===== src/rtl/vga_timing_pkg.sv =====
// vga_timing_pkg
//   Shared raster timing constants, colour type and small helpers for the
//   VGA scan-out path. Imported by vga_scanout, the colour arbiter and the
//   layer generators so all agree on the default 640x480@60 raster.
package vga_timing_pkg;

  // Default 640x480@60 timing from a 100 MHz system clock
  localparam int unsigned DEF_CLK_DIV       = 4;
  localparam int unsigned DEF_H_VIS         = 640;
  localparam int unsigned DEF_H_FP          = 16;
  localparam int unsigned DEF_H_SYNC        = 96;
  localparam int unsigned DEF_H_BP          = 48;
  localparam int unsigned DEF_V_VIS         = 480;
  localparam int unsigned DEF_V_FP          = 10;
  localparam int unsigned DEF_V_SYNC        = 2;
  localparam int unsigned DEF_V_BP          = 33;
  localparam int unsigned DEF_COLOR_LATENCY = 0;

  // Derived totals and sync windows for the default raster
  localparam int unsigned H_TOTAL  = DEF_H_VIS + DEF_H_FP + DEF_H_SYNC + DEF_H_BP;
  localparam int unsigned V_TOTAL  = DEF_V_VIS + DEF_V_FP + DEF_V_SYNC + DEF_V_BP;
  localparam int unsigned HS_START = DEF_H_VIS + DEF_H_FP;
  localparam int unsigned HS_END   = HS_START + DEF_H_SYNC;
  localparam int unsigned VS_START = DEF_V_VIS + DEF_V_FP;
  localparam int unsigned VS_END   = VS_START + DEF_V_SYNC;

  // Arbitrated colour {R[3:0],G[3:0],B[3:0]}
  typedef logic [11:0] color_t;

  // Per-pixel control bits that travel alongside the colour path
  typedef struct packed {
    logic hs;     // active-low horizontal sync
    logic vs;     // active-low vertical sync
    logic valid;  // coordinate inside the visible window
  } sync_t;

  // Idle value: syncs inactive, pixel blanked
  localparam sync_t SYNC_IDLE = '{hs: 1'b1, vs: 1'b1, valid: 1'b0};

  // True when lo <= v < hi
  function automatic logic in_window(input logic [9:0] v,
                                     input logic [9:0] lo,
                                     input logic [9:0] hi);
    return (v >= lo) && (v < hi);
  endfunction

endpackage


===== src/rtl/vga_delay_line.sv =====
// vga_delay_line
//   Parameterised-depth shift register with a shift enable. Used to keep
//   sync/valid aligned with a colour path that lags by DEPTH enabled
//   cycles. DEPTH = 0 degenerates to a plain wire.
// Ports:
//   clk    in          clock
//   rst_n  in          asynchronous active-low reset (stages load RST_VAL)
//   en     in          shift enable
//   d      in  WIDTH   data into the first stage
//   q      out WIDTH   data out of the last stage
module vga_delay_line #(
  parameter int unsigned      WIDTH   = 3,
  parameter int unsigned      DEPTH   = 0,
  parameter logic [WIDTH-1:0] RST_VAL = '0
) (
  input  logic             clk,
  input  logic             rst_n,
  input  logic             en,
  input  logic [WIDTH-1:0] d,
  output logic [WIDTH-1:0] q
);

  if (DEPTH == 0) begin : g_wire
    // Clock, reset and enable have no function without storage
    logic unused_ok;
    assign unused_ok = ^{clk, rst_n, en};
    assign q = d;
  end else begin : g_reg
    logic [WIDTH-1:0] stage [DEPTH];

    always_ff @(posedge clk or negedge rst_n) begin
      if (!rst_n) begin
        for (int unsigned i = 0; i < DEPTH; i++) begin
          stage[i] <= RST_VAL;
        end
      end else if (en) begin
        stage[0] <= d;
        for (int unsigned i = 1; i < DEPTH; i++) begin
          stage[i] <= stage[i-1];
        end
      end
    end

    assign q = stage[DEPTH-1];
  end

endmodule


===== src/rtl/vga_scanout.sv =====
// vga_scanout
//   Raster scan-out stage. Divides the system clock into pixel periods,
//   runs the horizontal/vertical counters, presents the current coordinate
//   to the colour sources, then registers the arbitrated colour (blanked
//   outside the visible window) together with the syncs onto the pins.
//   Sync/valid are delayed by COLOR_LATENCY pixel periods so they stay
//   aligned with colour that arrives late from the arbiter.
// Ports:
//   clk          in      system clock (100 MHz)
//   rst_n        in      asynchronous active-low reset
//   color_in     in  12  arbitrated colour {R,G,B}, sampled on pix_tick
//   pix_x        out 10  horizontal count 0..H_TOTAL-1
//   pix_y        out 10  vertical count 0..V_TOTAL-1
//   pix_valid    out     pix_x/pix_y inside the visible window
//   pix_tick     out     one-clk strobe at the end of each pixel period
//   frame_start  out     one-clk pulse in the cycle the counters wrap to (0,0)
//   vga_r/g/b    out 4   pixel colour, zero while blanked
//   vga_hs/vs    out     active-low syncs
module vga_scanout
  import vga_timing_pkg::*;
#(
  parameter int unsigned CLK_DIV       = DEF_CLK_DIV,
  parameter int unsigned H_VIS         = DEF_H_VIS,
  parameter int unsigned H_FP          = DEF_H_FP,
  parameter int unsigned H_SYNC        = DEF_H_SYNC,
  parameter int unsigned H_BP          = DEF_H_BP,
  parameter int unsigned V_VIS         = DEF_V_VIS,
  parameter int unsigned V_FP          = DEF_V_FP,
  parameter int unsigned V_SYNC        = DEF_V_SYNC,
  parameter int unsigned V_BP          = DEF_V_BP,
  parameter int unsigned COLOR_LATENCY = DEF_COLOR_LATENCY
) (
  input  logic        clk,
  input  logic        rst_n,
  input  logic [11:0] color_in,
  output logic [9:0]  pix_x,
  output logic [9:0]  pix_y,
  output logic        pix_valid,
  output logic        pix_tick,
  output logic        frame_start,
  output logic [3:0]  vga_r,
  output logic [3:0]  vga_g,
  output logic [3:0]  vga_b,
  output logic        vga_hs,
  output logic        vga_vs
);

  localparam int unsigned HT    = H_VIS + H_FP + H_SYNC + H_BP;
  localparam int unsigned VT    = V_VIS + V_FP + V_SYNC + V_BP;
  localparam int unsigned DIV_W = $clog2(CLK_DIV);

  localparam logic [DIV_W-1:0] DIV_LAST = DIV_W'(CLK_DIV - 1);
  localparam logic [9:0] H_LAST   = 10'(HT - 1);
  localparam logic [9:0] V_LAST   = 10'(VT - 1);
  localparam logic [9:0] H_VIS_C  = 10'(H_VIS);
  localparam logic [9:0] V_VIS_C  = 10'(V_VIS);
  localparam logic [9:0] HS_LO    = 10'(H_VIS + H_FP);
  localparam logic [9:0] HS_HI    = 10'(H_VIS + H_FP + H_SYNC);
  localparam logic [9:0] VS_LO    = 10'(V_VIS + V_FP);
  localparam logic [9:0] VS_HI    = 10'(V_VIS + V_FP + V_SYNC);

  logic [DIV_W-1:0] div_q;
  logic [9:0]       h_q, v_q;
  logic [9:0]       h_nxt, v_nxt;
  logic             h_wrap, v_wrap;
  logic             valid_q;
  sync_t            sync_raw, sync_dly;
  color_t           rgb_q;
  logic             hs_q, vs_q;

  // ---------------------------------------------------------------- divider
  assign pix_tick = (div_q == DIV_LAST);

  always_ff @(posedge clk or negedge rst_n) begin
    if (!rst_n) begin
      div_q <= '0;
    end else if (pix_tick) begin
      div_q <= '0;
    end else begin
      div_q <= div_q + DIV_W'(1);
    end
  end

  // --------------------------------------------------------------- counters
  always_comb begin
    h_wrap = (h_q == H_LAST);
    v_wrap = (v_q == V_LAST);
    h_nxt  = h_wrap ? '0 : h_q + 10'd1;
    v_nxt  = v_q;
    if (h_wrap) begin
      v_nxt = v_wrap ? '0 : v_q + 10'd1;
    end
  end

  // pix_valid is its own flop, loaded from the next coordinate, so the
  // output carries no decode logic after the registers.
  always_ff @(posedge clk or negedge rst_n) begin
    if (!rst_n) begin
      h_q     <= '0;
      v_q     <= '0;
      valid_q <= 1'b1;
    end else if (pix_tick) begin
      h_q     <= h_nxt;
      v_q     <= v_nxt;
      valid_q <= (h_nxt < H_VIS_C) && (v_nxt < V_VIS_C);
    end
  end

  assign pix_x       = h_q;
  assign pix_y       = v_q;
  assign pix_valid   = valid_q;
  assign frame_start = pix_tick & h_wrap & v_wrap;

  // ------------------------------------------------- sync / valid alignment
  always_comb begin
    sync_raw       = SYNC_IDLE;
    sync_raw.hs    = !in_window(h_q, HS_LO, HS_HI);
    sync_raw.vs    = !in_window(v_q, VS_LO, VS_HI);
    sync_raw.valid = valid_q;
  end

  vga_delay_line #(
    .WIDTH   ($bits(sync_t)),
    .DEPTH   (COLOR_LATENCY),
    .RST_VAL (SYNC_IDLE)
  ) u_align (
    .clk   (clk),
    .rst_n (rst_n),
    .en    (pix_tick),
    .d     (sync_raw),
    .q     (sync_dly)
  );

  // --------------------------------------------------------- output register
  always_ff @(posedge clk or negedge rst_n) begin
    if (!rst_n) begin
      rgb_q <= '0;
      hs_q  <= 1'b1;
      vs_q  <= 1'b1;
    end else if (pix_tick) begin
      rgb_q <= sync_dly.valid ? color_t'(color_in) : '0;
      hs_q  <= sync_dly.hs;
      vs_q  <= sync_dly.vs;
    end
  end

  assign vga_r  = rgb_q[11:8];
  assign vga_g  = rgb_q[7:4];
  assign vga_b  = rgb_q[3:0];
  assign vga_hs = hs_q;
  assign vga_vs = vs_q;

endmodule


===== config.mk =====
export PLATFORM = sky130hd
export DESIGN_NAME = vga_scanout
export DESIGN_NICKNAME = d
export VERILOG_FILES = /design/src/rtl/vga_timing_pkg.sv /design/src/rtl/vga_delay_line.sv /design/src/rtl/vga_scanout.sv
export SDC_FILE = /design/constraint.sdc
export NUM_CORES = 1
export LEC_CHECK = 0
export CAP_MARGIN = 0
export CORE_MARGIN = 10
export CORE_UTILIZATION = 35
export DETAILED_ROUTE_END_ITERATION = 6
export PLACE_DENSITY = 0.6
export SLEW_MARGIN = 20
export SYNTH_ARGS = -nofsm -noshare
export SYNTH_HDL_FRONTEND = slang
export SYNTH_SLANG_ARGS = --single-unit

===== constraint.sdc =====
create_clock -name clk -period 3.87 [get_ports clk]
set_input_delay 0.387 -clock clk [delete_from_list [all_inputs] [get_ports clk]]
set_output_delay 0.387 -clock clk [all_outputs]
set_load 0.03 [all_outputs]

Yosys cells after proc, flatten, opt, wreduce, memory -nomap -nowiden
Index checks and enable logic that the tools add are counted.
{ "totals": {"regBits": 37, "inputBits": 14, "wordCells": 31} }
{ "classes": {"addsub": 3, "order_cmp": 6, "n_eq_ne": 3, "muxes": 5, "bitwise": 2, "reduce_logical": 5} }
{ "ops": {"columns": ["cell", "n"], "rows": [
  ["2-to-1 mux 10 bit", 3],
  ["adder 10 x 1 -> 10 bit (second input constant)", 2],
  ["== test 10 bit (second input constant)", 2],
  ["less-than comparator 10 bit (second input constant)", 2],
  ["less-than comparator 10 x 9 -> 1 bit (second input constant)", 2],
  ["2-to-1 mux 12 bit", 1],
  ["greater-or-equal comparator 10 bit (second input constant)", 1],
  ["greater-or-equal comparator 10 x 9 -> 1 bit (second input constant)", 1],
  ["logical AND 1 bit", 3],
  ["adder 2 x 1 -> 2 bit (second input constant)", 1],
  ["bitwise AND 1 bit", 2],
  ["== test 2 bit (second input constant)", 1],
  ["zero test 1 bit", 2],
  ["2-to-1 mux 2 bit", 1]
]} }

Depth between registers and ports, before layout
{ "logic_depth": {"ltp_word": 5, "ltp_mapped": 7, "ltp_nobuf": 7} }

Cells and area by module
A second synthesis with hierarchy kept.
{ "unflattened": {"hier_cells": 209, "hier_area_um2": 1945.6} }
{ "by_module_without_submodules": {"columns": ["module", "n_inst", "cells_per_inst", "area_each_um2", "seq_area_each_um2"], "rows": [
  ["vga_scanout", 1, 206, 1923.1, 929.6],
  ["vga_delay_line", 1, 3, 22.5, 0.0]
]} }

Worst setup path after synthesis
OpenSTA, ideal clock, no wires.
{ "synth_path": {"path_type": "register to output", "startpoint": "register v_q[0], in the netlist pix_y[0]", "endpoint": "output frame_start", "t_arrival_ns": 1.796, "setup_slack_ns": 1.687, "stages_incl_launch_ff": 6, "n_path_buf": 0, "path_cell_list": "dfrtp_1 inv_1 ha_1 or4b_4 nor4_4 and2b_4"} }
{ "synth_between": {"elab_chain_len": 2} }
{ "synth_rtl": {"columns": ["item", "line", "text"], "rows": [
  ["start, declared", "vga_scanout.sv:63", "logic [9:0] h_q, v_q;"],
  ["start signal, assigned", "vga_scanout.sv:104", "v_q <= v_nxt;"],
  ["== test 10 bit", "vga_scanout.sv:87", "v_wrap = (v_q == V_LAST);"],
  ["bitwise AND 1 bit", "vga_scanout.sv:112", "assign frame_start = pix_tick & h_wrap & v_wrap;"],
  ["end, declared", "vga_scanout.sv:40", "output logic frame_start,"]
]} }
No other way between the ends.

Final worst setup path
Same ends and word-level chain as after synthesis.

==> metrics.md <==
| Metric | Value |
|---|---|
| Slowest stage delay, CP | `670 ps` |
| Setup-failing EPs final | `0` |
| PD cells | `303 nW/um2` |
| Final hold violations | `0` |
| Largest family of logic cells by synthesized area | `simple AND/OR/NAND/NOR gates` |
| Max Buffers Root-to-Sink | `2` |
| Sw Ratio | `20.6%` |
| Worst Skew | `4.05 ps` |
| Crit-path max FO | `4` |
| Root buffer cell | `clkbuf_8` |
| Bufs and invs on worst path | `2` |
| Die area | `8920 um2` |
| GRT overflow | `0` |
| Syn_area_per_cell | `9.42 um2` |
| Asr flop ratio synth | `100%` |
| CTS tree | `done` |
| Place WS | `1130 ps` |
| Post-synth top area cell | `dfrtp_1` |
| Router iterations before antenna repair | `4` |
| Vias per cell | `4.90` |
| Required time of the worst setup path | `3480 ps` |
| Status | `finished, final reports clean` |
| Register area share after synthesis | `47.9%` |
| Hold buffer count at CTS | `0` |
| Rel. slew slack | `45.0%` |
| Port Buffer Count | `50` |
| Count of nets after finishing | `275` |
| Simple-gate share of the synthesized area | `25.3%` |
| Cell area after synthesis | `1940 um2` |
| Post-synth top cells | `dfrtp_1, nand3_1, inv_1, nor2_1` |
| Largest net degree at the start of global routing | `49` |
| Share of layout cells above drive strength 1 | `8.20%` |
| Slew @ Worst Pin | `825 ps` |
| Syn Inst Count | `206` |
| Detailed placement HPWL | `3500 um` |
| Core outline area | `5440 um2` |
| CP startpoint kind | `flop` |
| IO Count | `51` |
| Die Y-Extent | `94.5 um` |
| Synth Warn # | `0` |
| Final period utilization | `78.9%` |
| Per-cell routed wire length | `15.0 um` |
| Setup bufs post-CTS | `0` |
| CP Capture Type | `output port` |
| GRT Util Overall | `11.4%` |
| Number of synthesized flops with an enable pin | `0` |
| Slowest CP cell | `clkdlybuf4s50_1` |
| Gpl congestion | `0.891` |
| Syn Nets | `226` |
| First-pass GRT wire length | `8300 um` |
| CTS Buf Count | `5` |
| Yosys top cell area share | `43.8%` |
| Synth Flop Type | `dfrtp_1` |
| Count leader, synth | `dfrtp_1` |
| Adder and majority gate portion of the synthesized area | `3.87%` |
| Initial antenna violation count | `0` |
| Clk Latency, worst-skew pair | `280 ps` |
| Post_cts resized | `0` |
| Synth area leaders | `dfrtp_1, nand3_1, dfstp_2, ha_1, o21ai_1` |
| Area grow syn2layout | `34.3%` |
| Remaining DRCs | `0` |
| Post-synthesis xor/xnor area fraction | `4.51%` |
| Top delay family on crit path | `simple AND/OR/NAND/NOR gates` |
| Max Freq | `327 MHz` |
| H-tree Lvls | `2` |
| Multiplexer share of the synthesized area | `2.13%` |
| CP Class | `flop to output port` |
| Die W | `94.5 um` |
| Clock sinks | `37` |
| Reg clk slew, reported paths | `70 ps` |
| Max VDD drop | `0.164 mV` |
| RSZ-0062 raised after global routing | `no` |
| Psw | `0.163 mW` |
| Hold Path Class | `input port to asynchronous set/reset pin` |
| Final setup margin | `815 ps` |
| P_int | `0.627 mW` |
| Crit path DAT | `2670 ps` |
| Synth Area in Compound Gates | `10.4%` |
| Synthesized flop and latch total | `37` |
| Fin Setup TNS | `0 ps` |
| Total number of vias | `1,606` |
| Max-Cap Viols | `0` |
| Cell Rows | `27` |
| Min Tclk post-route | `3050 ps` |
| Clock Power Share | `43.3%` |
| Ant. Diodes | `0` |
| Final Max Tran Viols | `0` |
| Final WL | `4910 um` |
| Sequential group share of total power | `50.2%` |
| Initial DRC Count | `56` |
| Via count of the first global-routing pass | `1,652` |
| Leak pwr | `1.06 nW` |
| Synth unique cells | `40` |
| Worst-path cell chain | `inv_1 > ha_1 > or4b_4 > nor4_4 > and2b_4 > clkdlybuf4s50_1` |
| Fillers | `517` |
| Gate power share | `6.6%` |
| Starting Density | `35.7%` |
| DRT antenna net count | `0` |
-- per-layer routing --
| layer | vias to the layer above | global-route usage [%] | part of all wire [%] |
|---|---|---|---|
| met4 | 0 | 2.74 | 0.96 |
| met1 | 740 | 14.9 | 47 |
| met5 | - | 0 | 0 |
| met2 | 51 | 17.3 | 43 |
| li1 | 811 | - | - |
| met3 | 4 | 4.28 | 8.4 |
-- cells in the final DEF (no fill, tap or decap), types with 2 or more instances in the layout --
| cell type | netlist | layout |
|---|---|---|
| clkdlybuf4s50_1 | 0 | 49 |
| dfrtp_1 | 34 | 34 |
| nand3_1 | 21 | 21 |
| inv_1 | 19 | 19 |
| nor2_1 | 16 | 16 |
| nand2_1 | 15 | 15 |
| o21ai_1 | 15 | 15 |
| nand4_1 | 8 | 8 |
| o21ai_0 | 7 | 7 |
| xor2_1 | 6 | 6 |
| ha_1 | 6 | 6 |
| clkbuf_8 | 0 | 6 |
| a21oi_1 | 5 | 5 |
| nor3_1 | 5 | 5 |
| and4_1 | 4 | 4 |
| xnor2_1 | 4 | 4 |
| mux2i_1 | 3 | 3 |
| dfstp_2 | 3 | 3 |
| nand2b_1 | 2 | 2 |
| o22ai_1 | 2 | 2 |
| and3_1 | 2 | 2 |
| nor2b_1 | 2 | 2 |
| o31ai_1 | 2 | 2 |
| o2111ai_1 | 2 | 2 |
-- power by group through the flow --
| stage | Clock [mW] | Combinational, mW | Sequential (mW) |
|---|---|---|---|
| 2_1_floorplan | 0 | 0.00443 | 0.417 |
| 3_5_place_dp | 0 | 0.0531 | 0.403 |
| 3_3_place_gp | 0 | 0.0530 | 0.403 |
| 6_report | 0.342 | 0.0518 | 0.396 |
| 4_1_cts | 0.359 | 0.0532 | 0.396 |
| 5_1_grt | 0.376 | 0.0571 | 0.397 |
-- flip-flops by register name, summed over array words and instances (netlist names) --
name       flops
vga_hs         1
pix_valid      1
pix_y         10
rgb_q         12
vga_vs         1
pix_x         10
div_q          2
-- final timing paths --
kind	end	slack [ps]	cells after the start	start
max	frame_start	820	6	pix_y[0]
min	pix_x[5]	200	1	rst_n
max reg2reg	pix_y[4]	1790	6	div_q[0]
min reg2reg	div_q[0]	450	1	div_q[0]
max in group asynchronous	pix_y[9]	3150	1	rst_n
min in group clk	div_q[0]	450	1	div_q[0]
-- kinds of logic after synthesis --
group | count (synthesis)
AOI/OAI and AO/OA | 35
xor gates and xnor gates | 10
adders and majority gates | 6
buffers and inverters | 28
DFF | 37
muxes | 4
and+or+nand+nor | 86
-- through the flow --
step | cell area [um2] | util (%) | cells | hold WS [ps] | power, mW
after floorplan | 1940 | - | 206 | 91.4 | 0.421
after global placement | 2490 | 45.8 | 320 | 419 | 0.456
after detailed placement | 2490 | 45.8 | 320 | 440 | 0.456
after CTS | 2610 | 47.9 | 328 | 233 | 0.808
after global routing | 2610 | 47.9 | 328 | 271 | 0.830
final | 2610 | 47.9 | 328 | 199 | 0.789
-- layout make-up --
cell class	count	area (um2)	share of cell area (%)
sequential	37	930	35.7
multi-input combinational	141	896	34.4
timing repair buffer	51	503	19.3
tap	72	90.1	3.46
clock buffer	7	86.3	3.31
inverter	19	71.3	2.74
clock inverter	1	30.0	1.15
No activity file was read; power rests on OpenSTA's default activity.
==> RTL change (same flow settings) <==
Put a register stage on the outputs `frame_start`, `vga_r`, `vga_g` and `vga_b`, cleared by the reset. The values now appear one clock later. The other outputs are not delayed to match. Comments in the files are not updated.
--- a/src/rtl/vga_scanout.sv
+++ b/src/rtl/vga_scanout.sv
@@ -109,7 +109,6 @@
   assign pix_x       = h_q;
   assign pix_y       = v_q;
   assign pix_valid   = valid_q;
-  assign frame_start = pix_tick & h_wrap & v_wrap;
 
   // ------------------------------------------------- sync / valid alignment
   always_comb begin
@@ -144,9 +143,19 @@
     end
   end
 
-  assign vga_r  = rgb_q[11:8];
-  assign vga_g  = rgb_q[7:4];
-  assign vga_b  = rgb_q[3:0];
+  always_ff @(posedge clk or negedge rst_n) begin
+    if (!rst_n) begin
+      frame_start <= '0;
+      vga_r       <= '0;
+      vga_g       <= '0;
+      vga_b       <= '0;
+    end else begin
+      frame_start <= pix_tick & h_wrap & v_wrap;
+      vga_r       <= rgb_q[11:8];
+      vga_g       <= rgb_q[7:4];
+      vga_b       <= rgb_q[3:0];
+    end
+  end
   assign vga_hs = hs_q;
   assign vga_vs = vs_q;
 
Behaviour: not the same (Yosys sat finds a counterexample within 10 cycles, from zero or initial values and one cycle with rst_n low).
==> RTL change against the unedited design <==
  * Worst setup slack improved by 740 ps
  * Wire length is 0.35% higher
  * Sequential cell count rose by 13
  * Count of clock-buffer cells in the layout shrank 2
  * Global-route usage shrank 1.5 points
  * Power grew 17%
  * Area after synthesis grew 16%
  * Cell area is 12% higher
  * Clock power decreased by 4%
  * Clock skew grew 6.4 ps
  * Largest power group unchanged
==> RTL change: results (changes against the unedited design) <==
| Metric | Value |
|---|---|
| Status | `finished clean (unchanged)` |
| Capture point of the critical path | `pix_tick (was frame_start)` |
| Share of the synthesized area in the top cell type | `0.5211 (was 0.4384)` |
| Worst-path clk slew | `110 ps (was 70 ps)` |
| DP Cell Count | `332 (was 320)` |
| Multi-input logic portion of the cell area | `0.2976 (was 0.3437)` |
| DR WL met2 | `2295 µm (was 2129 µm)` |
| First-pass GRT wire length | `8197 µm (was 8300 µm)` |
| Critical Path Fanout Max | `43 (was 4)` |
| Non-clk invs | `20 (was 19)` |
| Buffering overhead | `0.1795 (was 0.1930)` |
| GR met3 Demand/Resource | `0.03846 (was 0.04282)` |
| Final Skew | `10.48 ps (was 4.049 ps)` |
| Post-Route WL | `4926 µm (was 4909 µm)` |
| Critical Path AT | `1930 ps (was 2670 ps)` |
| Measured slew at the worst slew-check pin | `528.1 ps (was 824.9 ps)` |
| Met2 usage | `0.1499 (was 0.1728)` |
| Placement Cell Area | `2816 µm² (was 2490 µm²)` |
| Crit path largest cell delay | `760 ps (was 670 ps)` |
| GRT met1 Usage | `0.1249 (was 0.1491)` |
| Final worst slack | `1553 ps (was 815.2 ps)` |
| Internal power | `695.9 µW (was 626.8 µW)` |
| Gpl congestion | `0.7654 (was 0.8913)` |
| Peak supply drop | `0.1688 mV (was 0.1644 mV)` |
| Vias | `1,684 (was 1,606)` |
| Seq/Total Area, Yosys | `0.5560 (was 0.4790)` |
| Met3 wire len | `373 µm (was 413 µm)` |
| #FFs+latches synth | `50 (was 37)` |
| Number of multi-input logic gates | `133 (was 141)` |
| Non-clk bufs | `52 (was 51)` |
| Fill cells | `627 (was 517)` |
| Layout cells sized above 1 | `0.08745 (was 0.08203)` |
| Detailed placement HPWL | `3626 µm (was 3501 µm)` |
| Commonest cells post-synth | `dfrtp_1, inv_1, o21ai_0 (was dfrtp_1, nand3_1, inv_1)` |
| Site Rows | `29 (was 27)` |
| Clk Latency, worst-skew pair | `310 ps (was 280 ps)` |
| Family with the most delay on the worst path | `buffers and inverters (was simple AND/OR/NAND/NOR gates)` |
| Clk cell area share | `0.03349 (was 0.04465)` |
| Worst R2R End | `pix_y[3] (was pix_y[4])` |
| GR Util All Layers | `0.09903 (was 0.1136)` |
| Top post-synthesis cells by area | `dfrtp_1, o21ai_0, nand3_1 (was dfrtp_1, nand3_1, dfstp_2)` |
==> RTL change: power by group through the flow <==
stage | Sequential, µW | Combinational, µW | Clock [µW]
finish | 539 | 56.2 | 329
floorplan | 563 | 4.01 | 0
global route | 541 | 61.7 | 364
global placement | 549 | 55.2 | 0
detailed placement | 550 | 58.3 | 0
CTS | 540 | 58.4 | 342
==> RTL change: how the worst min path moves through the flow <==
stage / to / slack (ps) / startpoint
after floorplan: div_q[0] / 90 / rst_n
after global placement: vga_r[0] / 360 / rgb_q[8]
after detailed placement: vga_g[0] / 360 / rgb_q[4]
after CTS: pix_y[5] / 60 / rst_n
after global routing: pix_y[5] / 70 / rst_n
final: pix_y[5] / 40 / rst_n
==> RTL change: cells by family after synthesis <==
group                    after synthesis  share of synthesized area
adder cells (fa/ha/maj)                6                    0.03326
multiplexers                           5                    0.02328
flip-flops                            50                     0.5560
XOR/XNOR                               9                    0.03492
AO/OA/AOI/OAI                         36                    0.09701
AND/OR/NAND/NOR                       77                     0.1957
buffers and inverters                 32                    0.05986
